<file path="src/rtl/montre_nios2_qsys_0_oci_trace_capture.sv">
// Trace capture buffer: stores nonzero-count trace frames {dct_count, dct_buffer}
// in a DEPTH-entry circular buffer under a small IDLE/CAPTURE/DRAIN/DONE FSM.
// Latency: a write shows on rd_valid/rd_data the next cycle.
// Backpressure: show-ahead read, pop on rd_valid & rd_ready. When full with no
// pop, the frame is dropped (WRAP_MODE=0) or overwrites the oldest entry
// (WRAP_MODE=1). Either way the sticky overflow flag is set.
// Ports: clk, reset_n (sync, active-low); dct_valid/dct_buffer/dct_count frame input;
// test_ending/test_has_ended capture control; rd_valid/rd_ready/rd_data read side;
// level, overflow, state, done status.
module montre_nios2_qsys_0_oci_trace_capture #(
  parameter int DATA_W    = 30,
  parameter int CNT_W     = 4,
  parameter int DEPTH     = 16,
  parameter int WRAP_MODE = 0
) (
  input  logic                      clk,
  input  logic                      reset_n,
  input  logic                      dct_valid,
  input  logic [DATA_W-1:0]         dct_buffer,
  input  logic [CNT_W-1:0]          dct_count,
  input  logic                      test_ending,
  input  logic                      test_has_ended,
  input  logic                      rd_ready,
  output logic                      rd_valid,
  output logic [CNT_W+DATA_W-1:0]   rd_data,
  output logic [$clog2(DEPTH):0]    level,
  output logic                      overflow,
  output logic [1:0]                state,
  output logic                      done
);

  localparam int AW = $clog2(DEPTH);

  localparam logic [1:0] S_IDLE    = 2'd0;
  localparam logic [1:0] S_CAPTURE = 2'd1;
  localparam logic [1:0] S_DRAIN   = 2'd2;
  localparam logic [1:0] S_DONE    = 2'd3;

  localparam logic [AW:0]   LVL_FULL = (AW+1)'(DEPTH);
  localparam logic [AW:0]   LVL_ONE  = (AW+1)'(1);
  localparam logic [AW-1:0] PTR_ONE  = AW'(1);

  logic [CNT_W+DATA_W-1:0] mem [DEPTH];
  logic [AW-1:0]           wr_ptr;
  logic [AW-1:0]           rd_ptr;

  logic stop;
  logic full;
  logic pop;
  logic wr_req;   // a frame that qualifies for storage this cycle
  logic wr_en;    // the frame actually lands in memory
  logic rd_adv;   // read pointer moves (pop, or overwrite of oldest)
  logic lvl_inc;
  logic lvl_dec;

  always_comb begin
    stop   = test_ending | test_has_ended;
    full   = (level == LVL_FULL);
    pop    = rd_valid & rd_ready;
    // IDLE only accepts the frame that starts the capture; a stop in the
    // same cycle sends IDLE straight to DRAIN with nothing stored.
    wr_req = dct_valid && (dct_count != '0) &&
             ((state == S_CAPTURE) || ((state == S_IDLE) && !stop));
    // Full with a concurrent pop frees a slot first, so the write still fits.
    wr_en  = wr_req && (!full || pop || (WRAP_MODE != 0));
    rd_adv = pop || (wr_req && full && (WRAP_MODE != 0));
    // Level only moves for a write into free space with no pop, or a pop with
    // no write; every full-buffer case leaves it at DEPTH.
    lvl_inc = wr_req && !full && !pop;
    lvl_dec = pop && !wr_req;
  end

  // Outputs come only from registered state, never directly from inputs.
  always_comb begin
    rd_valid = (level != '0);
    rd_data  = rd_valid ? mem[rd_ptr] : '0;
    done     = (state == S_DONE);
  end

  // Storage is not reset; rd_data is masked while empty instead.
  always_ff @(posedge clk) begin
    if (reset_n && wr_en) begin
      mem[wr_ptr] <= {dct_count, dct_buffer};
    end
  end

  always_ff @(posedge clk) begin
    if (!reset_n) begin
      state    <= S_IDLE;
      wr_ptr   <= '0;
      rd_ptr   <= '0;
      level    <= '0;
      overflow <= 1'b0;
    end else begin
      if (wr_en) begin
        wr_ptr <= wr_ptr + PTR_ONE;
      end
      if (rd_adv) begin
        rd_ptr <= rd_ptr + PTR_ONE;
      end
      if (lvl_inc) begin
        level <= level + LVL_ONE;
      end else if (lvl_dec) begin
        level <= level - LVL_ONE;
      end
      if (wr_req && full && !pop) begin
        overflow <= 1'b1;
      end

      case (state)
        S_IDLE: begin
          if (stop) begin
            state <= S_DRAIN;
          end else if (dct_valid && (dct_count != '0)) begin
            state <= S_CAPTURE;
          end
        end
        S_CAPTURE: begin
          if (stop) begin
            state <= S_DRAIN;
          end
        end
        S_DRAIN: begin
          if ((level == '0) && test_has_ended) begin
            state <= S_DONE;
          end
        end
        default: state <= S_DONE;
      endcase
    end
  end

endmodule

</file>
<file path="config.mk">
export PLATFORM = sky130hd
export DESIGN_NAME = montre_nios2_qsys_0_oci_trace_capture
export DESIGN_NICKNAME = d
export VERILOG_FILES = /design/src/rtl/montre_nios2_qsys_0_oci_trace_capture.sv
export SDC_FILE = /design/constraint.sdc
export NUM_CORES = 1
export LEC_CHECK = 0
export CORE_MARGIN = 3
export CORE_UTILIZATION = 54
export DETAILED_ROUTE_END_ITERATION = 8
export HOLD_SLACK_MARGIN = 0.12
export PLACE_DENSITY = 0.72
export SLEW_MARGIN = 20
export SYNTH_ARGS = -nofsm -noshare
export SYNTH_HDL_FRONTEND = slang
export SYNTH_SLANG_ARGS = --single-unit
</file>
<file path="constraint.sdc">
create_clock -name clk -period 5.5 [get_ports clk]
set_clock_uncertainty 0.2 [all_clocks]
set_input_delay 1.375 -clock clk [delete_from_list [all_inputs] [get_ports clk]]
set_output_delay 1.375 -clock clk [all_outputs]
set_load 0.02 [all_outputs]
</file>
Yosys cells after proc, flatten, opt, wreduce, memory -nomap -nowiden
Memory sizes are Yosys's and may differ from the RTL's. A register that Yosys moved wholly into a read port is not among the register bits.
Cells that the tools add are included.
{"block": "op_classes", "n_mux": 12, "n_reduce_logical": 23, "bitwise": 2, "eq_ne": 7, "n_addsub": 4}
{"op": "$mux W34", "count": 1}
{"op": "$logic_and A1 B1 Y1", "count": 11}
{"op": "$mux W5", "count": 2}
{"op": "$add A4 B1 Y4 const B", "count": 2}
{"op": "$mux W2", "count": 4}
{"op": "$mux W4", "count": 2}
{"op": "$pmux W2 S3", "count": 1}
{"op": "$add A5 B1 Y5 const B", "count": 1}
{"op": "$eq A5 B5 Y1 const B", "count": 1}
{"op": "$logic_not A5 Y1", "count": 1}
{"op": "$reduce_bool A5 Y1", "count": 1}
{"op": "$sub A5 B1 Y5 const B", "count": 1}
{"op": "$eq A2 B2 Y1 const B", "count": 2}
{"op": "$logic_not A1 Y1", "count": 4}
{"op": "$ne A2 B2 Y1 const B", "count": 2}
{"op": "$reduce_bool A4 Y1", "count": 1}
{"op": "$ne A3 B2 Y1 const B", "count": 1}
{"op": "$reduce_and A3 Y1", "count": 1}
{"op": "$eq A2 B1 Y1 const B", "count": 1}
{"op": "$logic_not A2 Y1", "count": 1}
{"op": "$logic_or A1 B1 Y1", "count": 2}
{"op": "$mux W1", "count": 2}
{"op": "$reduce_bool A2 Y1", "count": 1}
{"op": "$and A1 B1 Y1", "count": 1}
{"op": "$or A1 B1 Y1", "count": 1}
{"block": "totals", "elab_cells": 54, "mem_bits_rw": 544, "n_memories": 1, "register_bits": 16, "out_inout_bits": 44, "input_bits": 40}
{"name": "mem", "words": 16, "width": 34, "read_ports": 1, "rd_clocked_by_memory_dff": 1, "wr": 1, "line": "43", "source": "logic [CNT_W+DATA_W-1:0] mem [DEPTH];"}

Longest topological paths before layout
{"block": "depth", "depth_word": 9, "depth_mapped": 10, "mapped_depth_nobuf": 9}

Least setup slack after synthesis
Ideal clock, no wire load.
{"block": "synth_timing", "path_type": "in2reg", "startpoint": "input port test_ending", "endpoint": "memory mem[4][0] in the netlist's numbering, enable pin", "arrival_ns": 3.670, "t_required_ns": 4.875, "slack_ns": 1.204, "stages": 5, "n_path_buf": 1, "setup_time_ns": 0.425, "cell_sequence": "o21bai_1 -> nor3b_1 -> buf_2 -> nand3_1 -> nor2_1"}
{"block": "synth_between", "elab_chain_len": 9}
{"item": "start, declared", "line": "21", "source": "input logic test_ending,"}
{"item": "$or A1 B1 Y1", "line": "57", "source": "stop = test_ending | test_has_ended;"}
{"item": "$logic_not A1 Y1", "line": "63", "source": "((state == S_CAPTURE) || ((state == S_IDLE) && !stop));"}
{"item": "$logic_and A1 B1 Y1", "line": "63"}
{"item": "$logic_or A1 B1 Y1", "line": "63"}
{"item": "$logic_and A1 B1 Y1", "line": "62", "source": "wr_req = dct_valid && (dct_count != '0) &&"}
{"item": "$logic_and A1 B1 Y1", "line": "65", "source": "wr_en = wr_req && (!full || pop || (WRAP_MODE != 0));"}
{"item": "$logic_and A1 B1 Y1", "line": "82", "source": "if (reset_n && wr_en) begin"}
{"item": "$mux W1", "line": "82"}
{"item": "$mux W1 (implied by the code)", "line": "83", "source": "mem[wr_ptr] <= {dct_count, dct_buffer};"}
{"item": "end, declared", "line": "43"}
No other way between the ends.

Final worst setup path
{"block": "layout_timing", "startpoint": "register level[0]", "endpoint": "output port rd_data[1]"}
{"block": "layout_between", "elab_chain_len": 2}
{"item": "start, declared", "line": "26", "source": "output logic [$clog2(DEPTH):0] level,"}
{"item": "start signal, assigned", "line": "102", "source": "level <= level + LVL_ONE;"}
{"item": "start signal, assigned", "line": "104", "source": "level <= level - LVL_ONE;"}
{"item": "$reduce_bool A5 Y1", "line": "75", "source": "rd_valid = (level != '0);"}
{"item": "$mux W34", "line": "76", "source": "rd_data = rd_valid ? mem[rd_ptr] : '0;"}
{"item": "end, declared", "line": "25", "source": "output logic [CNT_W+DATA_W-1:0] rd_data,"}
No other way between the ends.

==> results.py <==
metrics = {
    "status": {
        "status": "complete, no violations",
    },
    "placement": {
        "place_congestion": 0.759,
        "numPortBuffers": 83,
        "dp.cells": 1565,
        "dp_hpwl_mm": 24.4,
    },
    "clock_network": {
        "clk_pin_slew_ps": 60,
        "clock_path_buffers": 3,
        "cts_tree": "done",
        "cts_buffers": 53,
        "cts_max_level": 2,
        "clk_latency_ps": 590,
        "post-cts-setup-buffers": 0,
        "clockRootBuffer": "clkbuf_16",
        "cts_resized": 0,
        "cts_hold_buf": 0,
        "cts.sinks": 564,
    },
    "layout": {
        "final_nets": 1152,
        "layout-drive-gt1-share_pct": 23.5,
        "syn2layout_area_growth_pct": 16.2,
        "finalNonFillerCells": 1663,
        "utilization_pct": 64.5,
        "n_antenna_cell": 0,
    },
    "synthesis": {
        "ys.flop_type": "edfxtp_1",
        "yosysUniqueCellTypes": 42,
        "syn-mean-instance-area_um2": 22.2,
        "synth_top_area_share_pct": 75.2,
        "ys_seq_area_share_pct": 77.0,
        "syn_area_um2": 21700,
        "synth.net_count": 1029,
        "ys_ff_latch": 564,
        "ys_async_sr_fraction_pct": 0,
        "synthTopCellsByArea": "edfxtp_1 (75%), mux4_2 (14%), mux2i_1 (3.5%)",
        "synth_edf_count": 544,
        "synth_largest_area_cell": "edfxtp_1",
        "yosysWarnings": 0,
        "syn-instance-count": 979,
    },
    "timing": {
        "final_max_slew_viol_count": 0,
        "finalSetupViolCount": 0,
        "period_share_pct": 93.7,
        "hold_viol": 0,
        "max_freq_mhz": 194,
        "max_slew.worst_pin.slew_ps": 744,
        "slew_headroom_pct": 50.2,
        "rsz0062_at_grt": "false",
        "post-route-min-period_ps": 5150,
        "setup_tns_ps": 0,
    },
    "power": {
        "power_density_nw_per_um2": 408,
        "p_clk_share_pct": 33.6,
        "p_int_uw": 7720,
        "seq_power_share_pct": 46.9,
        "p_leak_uw": 0.00762,
        "p_comb_share_pct": 19.5,
        "swShare_pct": 25.1,
        "p_total_uw": 10300,
        "irDropWorstVdd_v": 0.000273,
        "switchingPower_uw": 2580,
    },
    "floorplan": {
        "start_util_pct": 55.5,
        "coreArea_um2": 39200,
        "pin_count": 84,
        "dieHeight_um": 207,
        "dieArea_um2": 42700,
        "num_rows": 72,
        "die_x_um": 207,
    },
    "route": {
        "initialDrtViolationCount": 931,
        "wirelength_mm": 43.4,
        "drc": 0,
        "postRouteAntennaNets": 0,
        "wl_per_cell_um": 26.1,
        "vias_per_cell": 6.03,
        "vias": 10035,
        "first_pass_iters": 5,
    },
    "worst_setup_path": {
        "path_max_fanout": 18,
        "critPathKind": "reg2out",
        "worst_ep_arrival_time_ps": 3580,
        "startpoint_type": "flop",
        "end_kind": "output pin",
        "crit_required_ps": 3920,
    },
    "min_path": {
        "hold_path_class": "reg2reg",
    },
    "grt": {
        "grt_pass1_wl_mm": 66.3,
        "grt_usage_pct": 21.3,
        "overflow": 0,
        "grt_max_degree": 60,
        "antenna_found_initial": 1,
        "grt_pass1_vias": 10545,
    },
    "run": {
        "cap_violations": 0,
    },
}
synthesized netlist by cell type (all sizes together) (7+ instances only):
| master | instances |
|---|---|
| edfxtp | 544 |
| mux4 | 136 |
| mux2i | 77 |
| o22ai | 34 |
| buf | 29 |
| nor2 | 28 |
| clkbuf | 23 |
| dfxtp | 20 |
| nand2 | 10 |
| nand3 | 10 |
| ha | 9 |
| a21oi | 7 |
| inv | 7 |
worst max-delay path, cell delays in order (launching register included):
cell             delay [ps]
dfxtp_1                 350
or4_1                   720
nor2_1                  240
or2_2                   530
buf_4                   410
o22ai_1                 140
clkdlybuf4s50_1         570
placed cells by master, fill, tap and decap left out, drive strengths merged, types with 3 or more instances in the layout:
cell type,count
edfxtp,544
mux4,136
clkdlybuf4s50,83
mux2i,77
clkbuf,66
buf,37
o22ai,34
clkinv,28
nor2,28
dfxtp,20
nand2,10
nand3,10
ha,9
inv,7
a21oi,7
o21ai,5
nand2b,4
nand3b,4
or2,3
xnor2,3
nor3,3
bufinv,3
sequential cells by signal (all words and copies together), names as in the netlist, named ones only:
register and flops:
wr_ptr 4, rd_ptr 4, overflow 1, mem 544
state 2, level 5
power by group through the flow:
stage	Sequential [uW]	Combinational [uW]	Clock (uW)
finish	4830	2010	3460
global route	4840	2160	3690
CTS	4840	2040	3530
detailed placement	4930	2030	0
global placement	4920	2030	0
floorplan	4870	1360	0
cells by family after synthesis:
kind of cell / share of synthesized area (%)
flip-flops: 77.0
multiplexers: 17.6
AND/OR/NAND/NOR: 1.73
buffers and inverters: 1.27
AO/OA/AOI/OAI: 1.58
adder cells (fa/ha/maj): 0.610
XOR/XNOR: 0.161
path summary, 6_finish.rpt:
| kind | from | end | slack, ps | cells past startpoint |
|---|---|---|---|---|
| worst max register to register | level[0] | level[4] | 2280 | 8 |
| worst min register to register | wr_ptr[3] | wr_ptr[3] | 310 | 2 |
| worst max-delay path | level[0] | rd_data[1] | 350 | 6 |
| worst min-delay path | wr_ptr[3] | wr_ptr[3] | 310 | 2 |
area by class of cell:
class	instances	area (um2)
Clock buffer	66	1430
Clock inverter	32	229
Fill cell	2550	13900
Inverter	8	30.0
Multi-Input combinational cell	355	4850
Sequential cell	564	16700
Tap cell	518	648
Timing Repair Buffer	120	1330
stage by stage:
step           cell area (um2)  hold WS, ps  setup WS (ps)
2_1_floorplan            21700          265           1200
3_3_place_gp             23600          284            816
3_5_place_dp             23600          304            735
4_1_cts                  25300          314            352
5_1_grt                  25300          339            227
6_report                 25300          313            346
metal layers:
metal  routed length (um)  vias to the layer above  part of all wire (%)  GRT usage (%)
met5                    8                        -                 0.018              0
met4                  817                        2                   1.9           4.82
met3                 2310                       64                   5.3           3.98
met2                21900                      285                    50           34.9
met1                18400                     5304                    42           30.5
li1                     -                     4380                     -              -
No activity file was read; power rests on OpenSTA's default activity.
